<file path="src/rtl/wisc_flags_pkg.sv">
// Shared constants for the condition-flag controller: opcodes, branch conditions,
// flag bit positions and the hazard FSM state type.
package wisc_flags_pkg;

    localparam logic [3:0] OPC_ADD = 4'b0000;
    localparam logic [3:0] OPC_SUB = 4'b0001;
    localparam logic [3:0] OPC_XOR = 4'b0010;
    localparam logic [3:0] OPC_SLL = 4'b0100;
    localparam logic [3:0] OPC_SRA = 4'b0101;
    localparam logic [3:0] OPC_ROR = 4'b0110;

    localparam logic [2:0] COND_NE     = 3'b000;
    localparam logic [2:0] COND_EQ     = 3'b001;
    localparam logic [2:0] COND_GT     = 3'b010;
    localparam logic [2:0] COND_LT     = 3'b011;
    localparam logic [2:0] COND_GE     = 3'b100;
    localparam logic [2:0] COND_LE     = 3'b101;
    localparam logic [2:0] COND_OV     = 3'b110;
    localparam logic [2:0] COND_UNCOND = 3'b111;

    localparam int unsigned FLAG_Z = 0;
    localparam int unsigned FLAG_V = 1;
    localparam int unsigned FLAG_N = 2;

    typedef enum logic {
        IDLE = 1'b0,
        WAIT = 1'b1
    } state_t;

endpackage

</file>
<file path="src/rtl/br_cond_eval.sv">
// Combinational branch-condition evaluator: (condition code, {N,V,Z}) -> taken.
module br_cond_eval
    import wisc_flags_pkg::*;
#(
    parameter int unsigned COND_W = 3
) (
    input  logic [COND_W-1:0] cond,
    input  logic [2:0]        flags,
    output logic              taken
);

    logic z, v, n;

    assign z = flags[FLAG_Z];
    assign v = flags[FLAG_V];
    assign n = flags[FLAG_N];

    always_comb begin
        taken = 1'b0;
        case (cond)
            COND_W'(COND_NE):     taken = !z;
            COND_W'(COND_EQ):     taken = z;
            COND_W'(COND_GT):     taken = !z && !n;
            COND_W'(COND_LT):     taken = n;
            COND_W'(COND_GE):     taken = z || !n;
            COND_W'(COND_LE):     taken = n || z;
            COND_W'(COND_OV):     taken = v;
            COND_W'(COND_UNCOND): taken = 1'b1;
            default:              taken = 1'b0;
        endcase
    end

endmodule

</file>
<file path="src/rtl/flag_ctrl.sv">
// Condition-flag owner: EX write-enable decode, flag commit, ID branch resolution and
// flag RAW hazard handling. Define FLAG_CTRL_FWD_EN to forward EX flags instead of stalling.
module flag_ctrl
    import wisc_flags_pkg::*;
#(
    parameter int unsigned OPC_W    = 4,
    parameter int unsigned COND_W   = 3,
    parameter logic [2:0]  FLAG_RST = 3'b000
) (
    input  logic              clk,
    input  logic              rst_n,
    input  logic              pipe_stall,
    input  logic              ex_valid,
    input  logic [OPC_W-1:0]  ex_opcode,
    input  logic [2:0]        ex_flags_in,
    input  logic              id_br_valid,
    input  logic [COND_W-1:0] id_br_cond,
    output logic [2:0]        flag_current,
    output logic [2:0]        flag_wen,
    output logic              br_resolved,
    output logic              br_taken,
    output logic              hazard_stall
);

    state_t     state;
    logic [2:0] flag_q;
    logic [2:0] wen;
    logic [2:0] eff_flags;
    logic [2:0] eval_flags;
    logic       hazard;
    logic       stall_req;
    logic       eval_taken;

    always_comb begin
        wen = '0;
        if (ex_valid && !pipe_stall) begin
            case (ex_opcode)
                OPC_W'(OPC_ADD), OPC_W'(OPC_SUB): wen = 3'b111;
                OPC_W'(OPC_XOR), OPC_W'(OPC_SLL),
                OPC_W'(OPC_SRA), OPC_W'(OPC_ROR): wen = 3'b001;
                default:                          wen = 3'b000;
            endcase
        end
    end

    // Coarse on purpose: any flag write collides with any non-unconditional branch.
    assign hazard = id_br_valid && (id_br_cond != COND_W'(COND_UNCOND)) && (|wen);

`ifdef FLAG_CTRL_FWD_EN
    assign eff_flags = (ex_flags_in & wen) | (flag_q & ~wen);
    assign stall_req = 1'b0;
`else
    assign eff_flags = flag_q;
    assign stall_req = hazard;
`endif

    always_ff @(posedge clk or negedge rst_n) begin
        if (!rst_n) begin
            flag_q <= FLAG_RST;
        end else begin
            for (int unsigned i = 0; i < 3; i++) begin
                if (wen[i]) flag_q[i] <= ex_flags_in[i];
            end
        end
    end

    always_ff @(posedge clk or negedge rst_n) begin
        if (!rst_n) begin
            state <= IDLE;
        end else begin
            case (state)
                IDLE:    if (stall_req) state <= WAIT;
                WAIT:    if (!pipe_stall) state <= IDLE;
                default: state <= IDLE;
            endcase
        end
    end

    // In WAIT the stalled branch's flags are already committed, so evaluate the register.
    assign eval_flags = (state == WAIT) ? flag_q : eff_flags;

    br_cond_eval #(
        .COND_W(COND_W)
    ) u_br_cond_eval (
        .cond  (id_br_cond),
        .flags (eval_flags),
        .taken (eval_taken)
    );

    always_comb begin
        flag_wen     = wen;
        hazard_stall = 1'b0;
        br_resolved  = 1'b0;
        br_taken     = 1'b0;
        case (state)
            IDLE: begin
                if (stall_req) begin
                    hazard_stall = 1'b1;
                end else begin
                    br_resolved = id_br_valid;
                    br_taken    = id_br_valid && eval_taken;
                end
            end
            WAIT: begin
                if (!pipe_stall) begin
                    br_resolved = 1'b1;
                    br_taken    = eval_taken;
                end
            end
            default: ;
        endcase
        if (!rst_n) begin
            flag_wen     = '0;
            hazard_stall = 1'b0;
            br_resolved  = 1'b0;
            br_taken     = 1'b0;
        end
    end

    assign flag_current = flag_q;

endmodule

</file>
<file path="config.mk">
export PLATFORM = sky130hd
export DESIGN_NAME = flag_ctrl
export DESIGN_NICKNAME = d
export VERILOG_FILES = /design/src/rtl/wisc_flags_pkg.sv /design/src/rtl/br_cond_eval.sv /design/src/rtl/flag_ctrl.sv
export SDC_FILE = /design/constraint.sdc
export NUM_CORES = 1
export LEC_CHECK = 0
export BUFFER_PORTS_ARGS = -buffer_cell sky130_fd_sc_hd__buf_2
export CAP_MARGIN = 25
export CORE_AREA = 3 3 40 42
export CTS_CLUSTER_DIAMETER = 200
export DETAILED_ROUTE_END_ITERATION = 6
export DIE_AREA = 0 0 43 45
export HOLD_SLACK_MARGIN = 0.02
export PLACE_DENSITY_LB_ADDON = 0.05
export SYNTH_ARGS = -nofsm -noshare
export SYNTH_HDL_FRONTEND = slang
export SYNTH_SLANG_ARGS = --single-unit
</file>
<file path="constraint.sdc">
create_clock -name clk -period 1.62 [get_ports clk]
set_input_delay 0.162 -clock clk [delete_from_list [all_inputs] [get_ports clk]]
set_output_delay 0.162 -clock clk [all_outputs]
set_load 0.005 [all_outputs]
</file>
==> summary.txt <==
Critical path
  • Critical path fanouts, max: 4
  • CP required: approximately 1.5 ns
  • CP peak stage delay: roughly 0.41 ns
  • R2R cell count: 2
  • R2R Path End: state
  • CP endpoint kind: output port
  • Worst R2R Setup Slack: 0.67 ns
  • Critical path class: reg -> out
  • Slowest cell on crit path: dfrtp_2
  • Cell Chain, Critical Path: and2_1 > a211oi_2 > o21ai_0 > o311a_1 > buf_2
  • CP arrival: about 1.4 ns
  • Critical R2R Launch: state
  • Startpoint types: flop

Synthesis
  • Sequential share of the synthesized area: between 30% and 40%
  • Syn_nets: between 40 and 50
  • Post-synthesis adder-cell area fraction: 0%
  • Synth warn: 0
  • Syn Std Cell Area: ~290 um2
  • Main combinational cell family by area after synthesis: compound AO/OA/AOI/OAI gates
  • Synth Area in Compound Gates: a little over a quarter
  • Ys async rst share: 100.0%
  • Simple-gate share of the synthesized area: about a fifth
  • Xor/xnor cell area share of the yosys netlist: 0%
  • Synth cell types: 19
  • EDFF count, synth: 0
  • Top_reg_cell synth: dfrtp_1
  • Mapped Cells: 31
  • Synthesis-stage register bit count: 4
  • Avg Cell Area, Syn: roughly 9.2 um2
  • Mux contribution to synthesized area: roughly a tenth

Timing
  • Setup Total Neg Slack: 0 ns
  • Actual slew at the worst max-slew pin: 0.3034 ns
  • Max Freq: about 650 MHz
  • Max-slew violations: 0
  • Final Hold Viols: 0
  • RSZ-0062 raised after global routing: no
  • Min Tclk post-route: 1.541 ns
  • Final setup viols: 0
  • Clock Skews: 0 ns
  • Hold_ws: roughly 0.15 ns
  • Tcrit/Tclk final: between 90% and 100%
  • Max_slew headroom: 79.77%

Global route
  • Global route total overflow: 0
  • Largest net degree at the start of global routing: 6
  • First-pass GRT wire length: 1359 um
  • GRT Util Overall: a little under 10%
  • Initial antenna violation count: 0
  • Number of global-route vias before repair: about 300

Min path
  • Worst-case hold path end point: flag_current[0]
  • HP Class: in -> reg
  • Min-Delay Startpoint: ex_flags_in[0]
  • WHS Path Cells: 3

Power
  • VDD IR max: between 0.3 and 0.4 mV
  • Tot Pwr: 0.0003810 W
  • Leakage dissipation: around 0.27 nW
  • Power Dens Cells: between 700 and 800 nW/um2

Drt
  • Vias after detailed routing: around 350
  • Routed WL: ~890 um
  • Drt pass-1 iters: 4
  • DRT antenna net count: 0
  • Drt wl/cell: about 12 um
  • Drt drc: 0
  • Via density: between 4 and 5
  • DR iter-0 viols: 5

Finish
  • Filler instances: 151
  • Final non-filler cell total: 74
  • Final nets: 76
  • Leading cell type in the layout, fill and taps excluded: buf_2
  • Most frequent cells in the layout: buf_2 (23), inv_1 (4), o21ai_0 (4), clkbuf_4 (3), dfrtp_1 (3)
  • Antenna Cells: 0
  • Synth-to-layout area growth: 67.54%
  • Ratio of cells with drive above 1 in the final layout: 61.02%

Outcome
  • Outcome: complete, no violations

Die
  • Placeable Area: between 1000 and 1500 um2
  • Die W: 43 um
  • Initial Util: between 20 and 25%
  • Die height: ~45 um
  • Die area: a little under 2000 um2
  • Num rows: 13
  • Io pins: 24

Clock tree
  • H-Tree Depth: 1
  • Clock Tree Buf Depth: 2
  • CTS tree: built
  • Clk slew on worst S/H paths: roughly 0.040 ns
  • Clock sinks: 4
  • Root Driver: clkbuf_4
  • Total CTS buffers: 3
  • Clock Latency Late Sink: about 0.23 ns

Run
  • Max-cap violations: 0

Placement
  • HPWL after DPL: 692.8 um
  • Buffers added on ports: 23
  • Routability cong.: approximately 0.66
  • Placed Cells: 69
==> state kept, by name, indices dropped and copies added (netlist names) <==
name          count
flag_current      3
state             1
==> Yosys cell counts (2+ instances only) <==
master	count	area, um2
dfrtp_1	4	100.1
o21ai_0	4	20.02
and2_1	2	12.51
nor3_1	2	10.01
mux2_4	2	30.03
inv_1	4	15.01
==> repair_timing <==
item / CTS / global route
endpoints found under the setup margin: 0 / 1
resized for setup: 0 / 4
hold buffers: 1 / 0
buffers inserted: 0 / 1
endpoints found under the hold margin: 4 / 0
==> per-stage QoR <==
step                area [um2]  util (%)  setup WS [ns]
global placement         419.2     32.62         0.1934
finish                   478.0     37.20        0.07853
detailed placement       419.2     32.62         0.1812
global route             478.0     37.20       0.009883
floorplan                285.3         -         0.2819
CTS                      451.7     35.15        0.02573
==> kinds of logic (layout without fill, tap and decap cells) <==
family,Yosys count,after routing
flops,4,4
simple gates,9,9
compound gates,11,11
mux,2,2
buf+inv,5,33
==> routing by layer <==
metal | wire length [um] | GRT usage, % | share of wire (%)
met5 | 0 | 0 | 0
met1 | 366 | 12.20 | 41
met4 | 20 | 5.422 | 2.2
met3 | 115 | 4.382 | 13
met2 | 390 | 13.77 | 44
==> worst max-delay path by stage <==
stage,from,end,slack (ns),depth (start not counted)
2_1_floorplan,ex_opcode[3],flag_wen[2],0.28,4
3_3_place_gp,ex_opcode[3],flag_current[1],0.19,4
3_5_place_dp,ex_opcode[3],flag_current[1],0.18,4
4_1_cts,flag_current[2],br_taken,0.03,5
5_1_grt,flag_current[2],br_taken,0.01,5
6_report,flag_current[2],br_taken,0.08,5
==> power breakdown <==
part           total, W  switching (W)  internal (W)  leakage (nW)
clock          0.000123      0.0000406     0.0000829        0.0138
combinational  0.000118      0.0000485     0.0000698         0.203
sequential     0.000139      0.0000197      0.000120        0.0493
==> final cells by class <==
type / instances / area, um2 / share of cell area, %
Multi-Input combinational cell: 22 / 180.2 / 37.70
Timing Repair Buffer: 26 / 140.1 / 29.32
Sequential cell: 4 / 101.3 / 21.20
Clock buffer: 3 / 22.52 / 4.712
Tap cell: 15 / 18.77 / 3.927
Inverter: 4 / 15.01 / 3.141
==> worst max-delay path, delay by kind of cell, from the launching register on <==
kind / cells / cell delay [ns]
simple gates: 1 / 0.18
compound gates: 3 / 0.42
flops: 1 / 0.41
buf+inv: 1 / 0.13
No activity file was read; power rests on OpenSTA's default activity.
